**src/rtl/hazard_scoreboard_ctrl.sv**
```systemverilog
// hazard_scoreboard_ctrl: RAW hazard / branch flush controller for the
// 5-stage 18-bit core. A per-register busy scoreboard tracks in-flight
// writes; fetch/decode are held and execute gets a bubble while a decode
// source is busy. A stall watchdog forces a one-cycle RECOVER that wipes
// the scoreboard and latches a sticky deadlock flag.
// Optional build macro: HAZARD_WB_BYPASS_EN (write-first register file,
// a source matching the retiring writeback is not a hazard).

// One scoreboard entry: busy flag for one architectural register.
module hsb_entry (
  input  logic clk,
  input  logic rst,
  input  logic set,
  input  logic clr,
  input  logic wipe,
  output logic busy
);
  // Set beats clear so a newer writer issuing while the older one retires
  // keeps the register marked in flight; wipe (RECOVER) beats both.
  always_ff @(posedge clk or negedge rst) begin
    if (!rst)      busy <= 1'b0;
    else if (wipe) busy <= 1'b0;
    else if (set)  busy <= 1'b1;
    else if (clr)  busy <= 1'b0;
  end
endmodule

module hazard_scoreboard_ctrl #(
  parameter int NREGS     = 32,
  parameter int MAX_STALL = 64,
  parameter int CNT_W     = 16
) (
  input  logic             clk,
  input  logic             rst,
  input  logic             valid_d,
  input  logic [4:0]       rs1_d,
  input  logic [4:0]       rs2_d,
  input  logic [4:0]       rd_d,
  input  logic             uses_rs1_d,
  input  logic             uses_rs2_d,
  input  logic             regwrite_d,
  input  logic             regwrite_w,
  input  logic [4:0]       rd_w,
  input  logic             branch_taken_e,
  output logic             stall_f,
  output logic             stall_d,
  output logic             flush_d,
  output logic             flush_e,
  output logic             deadlock,
  output logic [CNT_W-1:0] stall_cnt,
  output logic [CNT_W-1:0] flush_cnt
);

  typedef enum logic [1:0] {S_RUN, S_STALL, S_RECOVER} state_t;

  state_t           state, state_nxt;
  logic [7:0]       stall_len, stall_len_nxt;
  logic [NREGS-1:0] busy;
  logic [31:0]      busy_ext;
  logic             byp1, byp2;
  logic             hazard, issue, in_recover;

  assign in_recover = (state == S_RECOVER);

  // Zero-extend the scoreboard so any 5-bit address indexes safely.
  always_comb begin
    busy_ext              = '0;
    busy_ext[NREGS-1:0]   = busy;
  end

`ifdef HAZARD_WB_BYPASS_EN
  // Write-first register file: the retiring value is visible to decode now.
  assign byp1 = regwrite_w && (rd_w == rs1_d);
  assign byp2 = regwrite_w && (rd_w == rs2_d);
`else
  // Register file writes at the edge: a same-cycle writeback match still stalls.
  assign byp1 = 1'b0;
  assign byp2 = 1'b0;
`endif

  assign hazard = valid_d &&
                  ((uses_rs1_d && busy_ext[rs1_d] && !byp1) ||
                   (uses_rs2_d && busy_ext[rs2_d] && !byp2));

  // Only an instruction that actually advances out of decode claims rd.
  assign issue = valid_d && regwrite_d && !hazard && !branch_taken_e && !in_recover;

  // Scoreboard entries, one per tracked register.
  for (genvar i = 0; i < NREGS; i++) begin : g_ent
    hsb_entry u_ent (
      .clk  (clk),
      .rst  (rst),
      .set  (issue && (rd_d == 5'(i))),
      .clr  (regwrite_w && (rd_w == 5'(i))),
      .wipe (in_recover),
      .busy (busy[i])
    );
  end

  // Pipeline control: branch flush beats hazard stall; all quiet in reset/RECOVER.
  always_comb begin
    stall_f = 1'b0;
    stall_d = 1'b0;
    flush_d = 1'b0;
    flush_e = 1'b0;
    if (rst && !in_recover) begin
      if (branch_taken_e) begin
        flush_d = 1'b1;
        flush_e = 1'b1;
      end else if (hazard) begin
        stall_f = 1'b1;
        stall_d = 1'b1;
        flush_e = 1'b1;
      end
    end
  end

  // Watchdog FSM next state; stall_len counts consecutive stalled cycles,
  // including the RUN cycle that first stalled.
  always_comb begin
    state_nxt     = state;
    stall_len_nxt = stall_len;
    case (state)
      S_RUN: begin
        if (hazard && !branch_taken_e) begin
          state_nxt     = S_STALL;
          stall_len_nxt = 8'd1;
        end
      end
      S_STALL: begin
        if (branch_taken_e || !hazard) begin
          state_nxt     = S_RUN;
          stall_len_nxt = 8'd0;
        end else if (stall_len == 8'(MAX_STALL - 1)) begin
          state_nxt     = S_RECOVER;
          stall_len_nxt = 8'd0;
        end else begin
          stall_len_nxt = stall_len + 8'd1;
        end
      end
      S_RECOVER: begin
        state_nxt     = S_RUN;
        stall_len_nxt = 8'd0;
      end
      default: begin
        state_nxt     = S_RUN;
        stall_len_nxt = 8'd0;
      end
    endcase
  end

  // FSM state and stall-length registers.
  always_ff @(posedge clk or negedge rst) begin
    if (!rst) begin
      state     <= S_RUN;
      stall_len <= 8'd0;
    end else begin
      state     <= state_nxt;
      stall_len <= stall_len_nxt;
    end
  end

  // Sticky deadlock flag, raised as the FSM enters RECOVER.
  always_ff @(posedge clk or negedge rst) begin
    if (!rst)                        deadlock <= 1'b0;
    else if (state_nxt == S_RECOVER) deadlock <= 1'b1;
  end

  // Saturating performance counters.
  always_ff @(posedge clk or negedge rst) begin
    if (!rst) begin
      stall_cnt <= '0;
      flush_cnt <= '0;
    end else begin
      if (stall_d && (stall_cnt != {CNT_W{1'b1}}))        stall_cnt <= stall_cnt + 1'b1;
      if (branch_taken_e && (flush_cnt != {CNT_W{1'b1}})) flush_cnt <= flush_cnt + 1'b1;
    end
  end

endmodule

```
**config.mk**
```make
export PLATFORM = sky130hd
export DESIGN_NAME = hazard_scoreboard_ctrl
export DESIGN_NICKNAME = d
export VERILOG_FILES = /design/src/rtl/hazard_scoreboard_ctrl.sv
export SDC_FILE = /design/constraint.sdc
export NUM_CORES = 1
export LEC_CHECK = 0
export ABC_AREA = 1
export BUFFER_PORTS_ARGS = -buffer_cell sky130_fd_sc_hd__buf_2
export CAP_MARGIN = 20
export CORE_ASPECT_RATIO = 1.5
export CORE_MARGIN = 3
export CORE_UTILIZATION = 50
export CTS_CLUSTER_SIZE = 14
export DETAILED_ROUTE_END_ITERATION = 8
export GPL_ROUTABILITY_DRIVEN = 0
export GPL_TIMING_DRIVEN = 0
export PLACE_DENSITY = 0.78
export SKIP_LAST_GASP = 1
export SLEW_MARGIN = 20
export SYNTH_ARGS = -nofsm -noshare
export SYNTH_HDL_FRONTEND = slang
export SYNTH_SLANG_ARGS = --single-unit
```
**constraint.sdc**
```tcl
create_clock -name clk -period 1.9 [get_ports clk]
set_input_delay 0.285 -clock clk [delete_from_list [all_inputs] [get_ports clk]]
set_output_delay 0.285 -clock clk [all_outputs]
set_load 0.01 [all_outputs]
```
==> metrics.md <==
| Metric | Value |
|---|---|
| Synth top cells by count | `163 x nand2_1, 89 x nand3_1, 75 x dfrtp_1, 64 x o21ai_0, 58 x inv_1` |
| Simple-Gate Fraction of Synth Area | `35.6%` |
| Leak Pwr | `0.00313 uW` |
| WHS | `0.0102 ns` |
| Hpwl dp | `10.6 mm` |
| RSZ-0062 raised after global routing | `true` |
| Tot Pwr | `4630 uW` |
| Slew headroom | `57.7%` |
| DR vias | `5267` |
| Vias in the first global route | `5101` |
| Status | `complete, but fails checks` |
| Initial antenna violation count | `0` |
| WP data arrival | `1.88 ns` |
| Gr ovfl total | `0` |
| CP most frequent cell | `nand3_2` |
| Ys async rst share | `100%` |
| Max Clk Rate | `463 MHz` |
| Die W | `87.5 um` |
| Cts bufs inserted | `9` |
| Largest family of logic cells by synthesized area | `simple AND/OR/NAND/NOR gates` |
| Nets | `812` |
| Adder-Cell Fraction of Synth Area | `0.754%` |
| Syn nets | `707` |
| Slowest cell delay on critical path | `0.40 ns` |
| Vias per cell | `5.85` |
| Total global-route track usage | `27.0%` |
| IO buf count | `59` |
| R2R cell count | `15` |
| Failing checks | `setup timing` |
| Mux contribution to synthesized area | `0.226%` |
| Kind of critical path | `flip-flop to output pin` |
| DRT Wirelength | `15.3 mm` |
| Placed Instances | `851` |
| Hold Crit Class | `input port to async pin` |
| Core Footprint | `0.00969 mm^2` |
| Syn avg cell area | `7.37 um^2` |
| Area occupied by multi-input gates | `0.00294 mm^2` |
| Syn Inst Count | `676` |
| Post-Layout Cell Count | `901` |
| Final critical-path required period | `2.16 ns` |
| First-pass GRT wire length | `24.0 mm` |
| Final Cycle Share | `114%` |
| Reg2reg setup slack | `-0.02 ns` |
| TNS Setup | `-0.704 ns` |
| Die Ht | `128 um` |
| CTS H-tree lvls | `3` |
| Max clock buf depth | `2` |
| #FFs+latches synth | `75` |
| Cell with the most instances after synthesis | `nand2_1` |
| CTS Root Cell | `clkbuf_16` |
| Critical Path RT | `1.62 ns` |
| Max cap viols | `0` |
| Pwr Density | `726 mW/mm^2` |
| Peak VDD IR | `0.935 mV` |
| Largest net degree at the start of global routing | `39` |
| Slew Viols, Final | `0` |
| Ranking of synthesized cells by area | `dfrtp_1 38%, nand2_1 12%, nand3_1 8.9%` |
| Post-Synth XOR/XNOR Area | `6.15%` |
| Number of antenna diodes | `0` |
| Fin worst setup slack | `-0.260 ns` |
| Yosys top cell by area | `dfrtp_1` |
| Starting Density | `51.4%` |
| Clock-pin slew on the worst setup and hold paths | `0.06 ns` |
| I/O pins | `65` |
| Layout cells sized above 1 | `26.6%` |
| Drt first pass iters | `7` |
| Endpoints failing hold | `0` |
| CP max FO | `4` |
| Clk_lat worst skew | `0.34 ns` |
| Area grow syn2layout | `28.2%` |
| Final setup violation count | `5` |
| DIE AREA | `0.0112 mm^2` |
| Yosys warning count | `0` |
| Compound-Gate Fraction of Synth Area | `10.1%` |
| Main flop type after synthesis | `dfrtp_1` |
| Post-synth EDFFs | `0` |
| Mapped cell area | `0.00498 mm^2` |
| Layout fillers | `787` |
| # DRC | `0` |
| Setup crit start kind | `flip-flop` |
| CP Cell Sequence | `nand2_1, nand3_2, nand3_2, nand2_1, nand2_1, nand3_2, nand3_2, nand2_4, nand3_4, nor2_8, buf_6, buf_6` |
| Worst-Margin Slew | `0.629 ns` |
| CP max stage cell | `dfrtp_1` |
| CTS tree | `yes` |
| Top cell type's share of synthesized area | `37.7%` |
| Sequential cell area | `0.00188 mm^2` |
| ANT nets after route | `0` |
| Netlist cell types | `36` |
| Worst Clk Skew | `0.00455 ns` |
| DRT iter0 DRCs | `434` |
| CP endpoint kind | `output pin` |
| Clock sinks | `75` |
| Wire length per cell | `16.9 um` |
| Core Rows | `44` |
| Post-synthesis sequential area ratio | `37.7%` |
-- cells in the final DEF (no fill, tap or decap), types with 3 or more instances in the layout --
master     instances
nand2_2           12
inv_2              6
buf_6             15
nor4_1             4
buf_4             32
xnor2_1            5
nor2_1            46
buf_2             58
nor3_2             3
xor2_1            30
clkbuf_16          9
nand2_1          150
nand3_4            3
dfrtp_1           75
o21ai_2            5
nand3_2           30
inv_1             55
o21ai_0           64
nor2_4             6
buf_12             4
nand4_1           33
o21bai_1          16
clkbuf_1          14
clkinv_4           3
nor3_1            16
nand3_1           61
-- cell type report --
class	count	area share, %
plain buffers	28	3.02
clock buffers	9	3.53
clock inverters	7	1.22
inverters	64	4.08
multi-input cells	506	46.1
flip-flops and latches	75	29.4
well taps	115	2.25
repair buffers	97	10.4
-- worst max-delay path: cells and delay by family, from the launching register on --
| family | cells | cell delay [ns] |
|---|---|---|
| buffers and inverters | 2 | 0.20 |
| DFF | 1 | 0.40 |
| and+or+nand+nor | 10 | 0.92 |
-- through the flow --
stage	util, %	setup slack [ns]	instance area, um^2
4_1_cts	62.4	-0.281	6050
3_3_place_gp	56.0	-1.13	5420
2_1_floorplan	-	0.00417	4980
3_5_place_dp	56.2	-0.355	5450
5_1_grt	65.9	-0.326	6380
6_report	65.9	-0.260	6380
-- metal layers --
metal  up-vias  part of all wire (%)  global-route usage [%]
li1       2466                     -                       -
met1      2482                    36                    29.7
met2       253                    53                    47.5
met3        66                   5.9                    4.57
met4         0                   5.1                    15.9
met5         -                     0                       0
-- what timing repair did --
action / in CTS / in global routing
cloned: 0 / 1
pin swaps: 30 / 39
hold buffers: 4 / 0
endpoints found under the hold margin: 37 / 0
buffers inserted: 14 / 20
endpoints found under the setup margin: 25 / 51
resized for setup: 29 / 53
-- state kept, by name, indices dropped and copies added, names as in the netlist --
| register | flops |
|---|---|
| g_ent.u_ent.busy | 32 |
| flush_cnt | 16 |
| stall_cnt | 16 |
| stall_len | 8 |
| state | 2 |
| deadlock | 1 |
-- power breakdown --
part           switching (uW)  internal, uW
Combinational             562           435
Clock                     706          1020
Sequential                148          1760
Total                    1420          3220
-- logic make-up (layout without fill, tap and decap cells) --
logic type | after synthesis | after routing
AOI/OAI and AO/OA | 89 | 89
and+or+nand+nor | 378 | 378
DFF | 75 | 75
muxes | 1 | 1
adders and majority gates | 3 | 3
buffers and inverters | 95 | 205
xor gates and xnor gates | 35 | 35
-- path summary, 6_finish.rpt --
path                                                       start                          endpoint
worst max-delay path            g_ent[26].u_ent.busy$_DFFE_PN0P_                           stall_f
min in group clk                                  branch_taken_e          flush_cnt[2]$_DFFE_PN0P_
worst min register to register              deadlock$_DFFE_PN0N_              deadlock$_DFFE_PN0N_
worst min-delay path                                         rst          stall_cnt[1]$_DFFE_PN0P_
max in group asynchronous                                    rst  g_ent[28].u_ent.busy$_DFFE_PN0P_
worst max register to register  g_ent[26].u_ent.busy$_DFFE_PN0P_          stall_cnt[7]$_DFFE_PN0P_
Note: power is estimated with default switching activity, not from simulation.
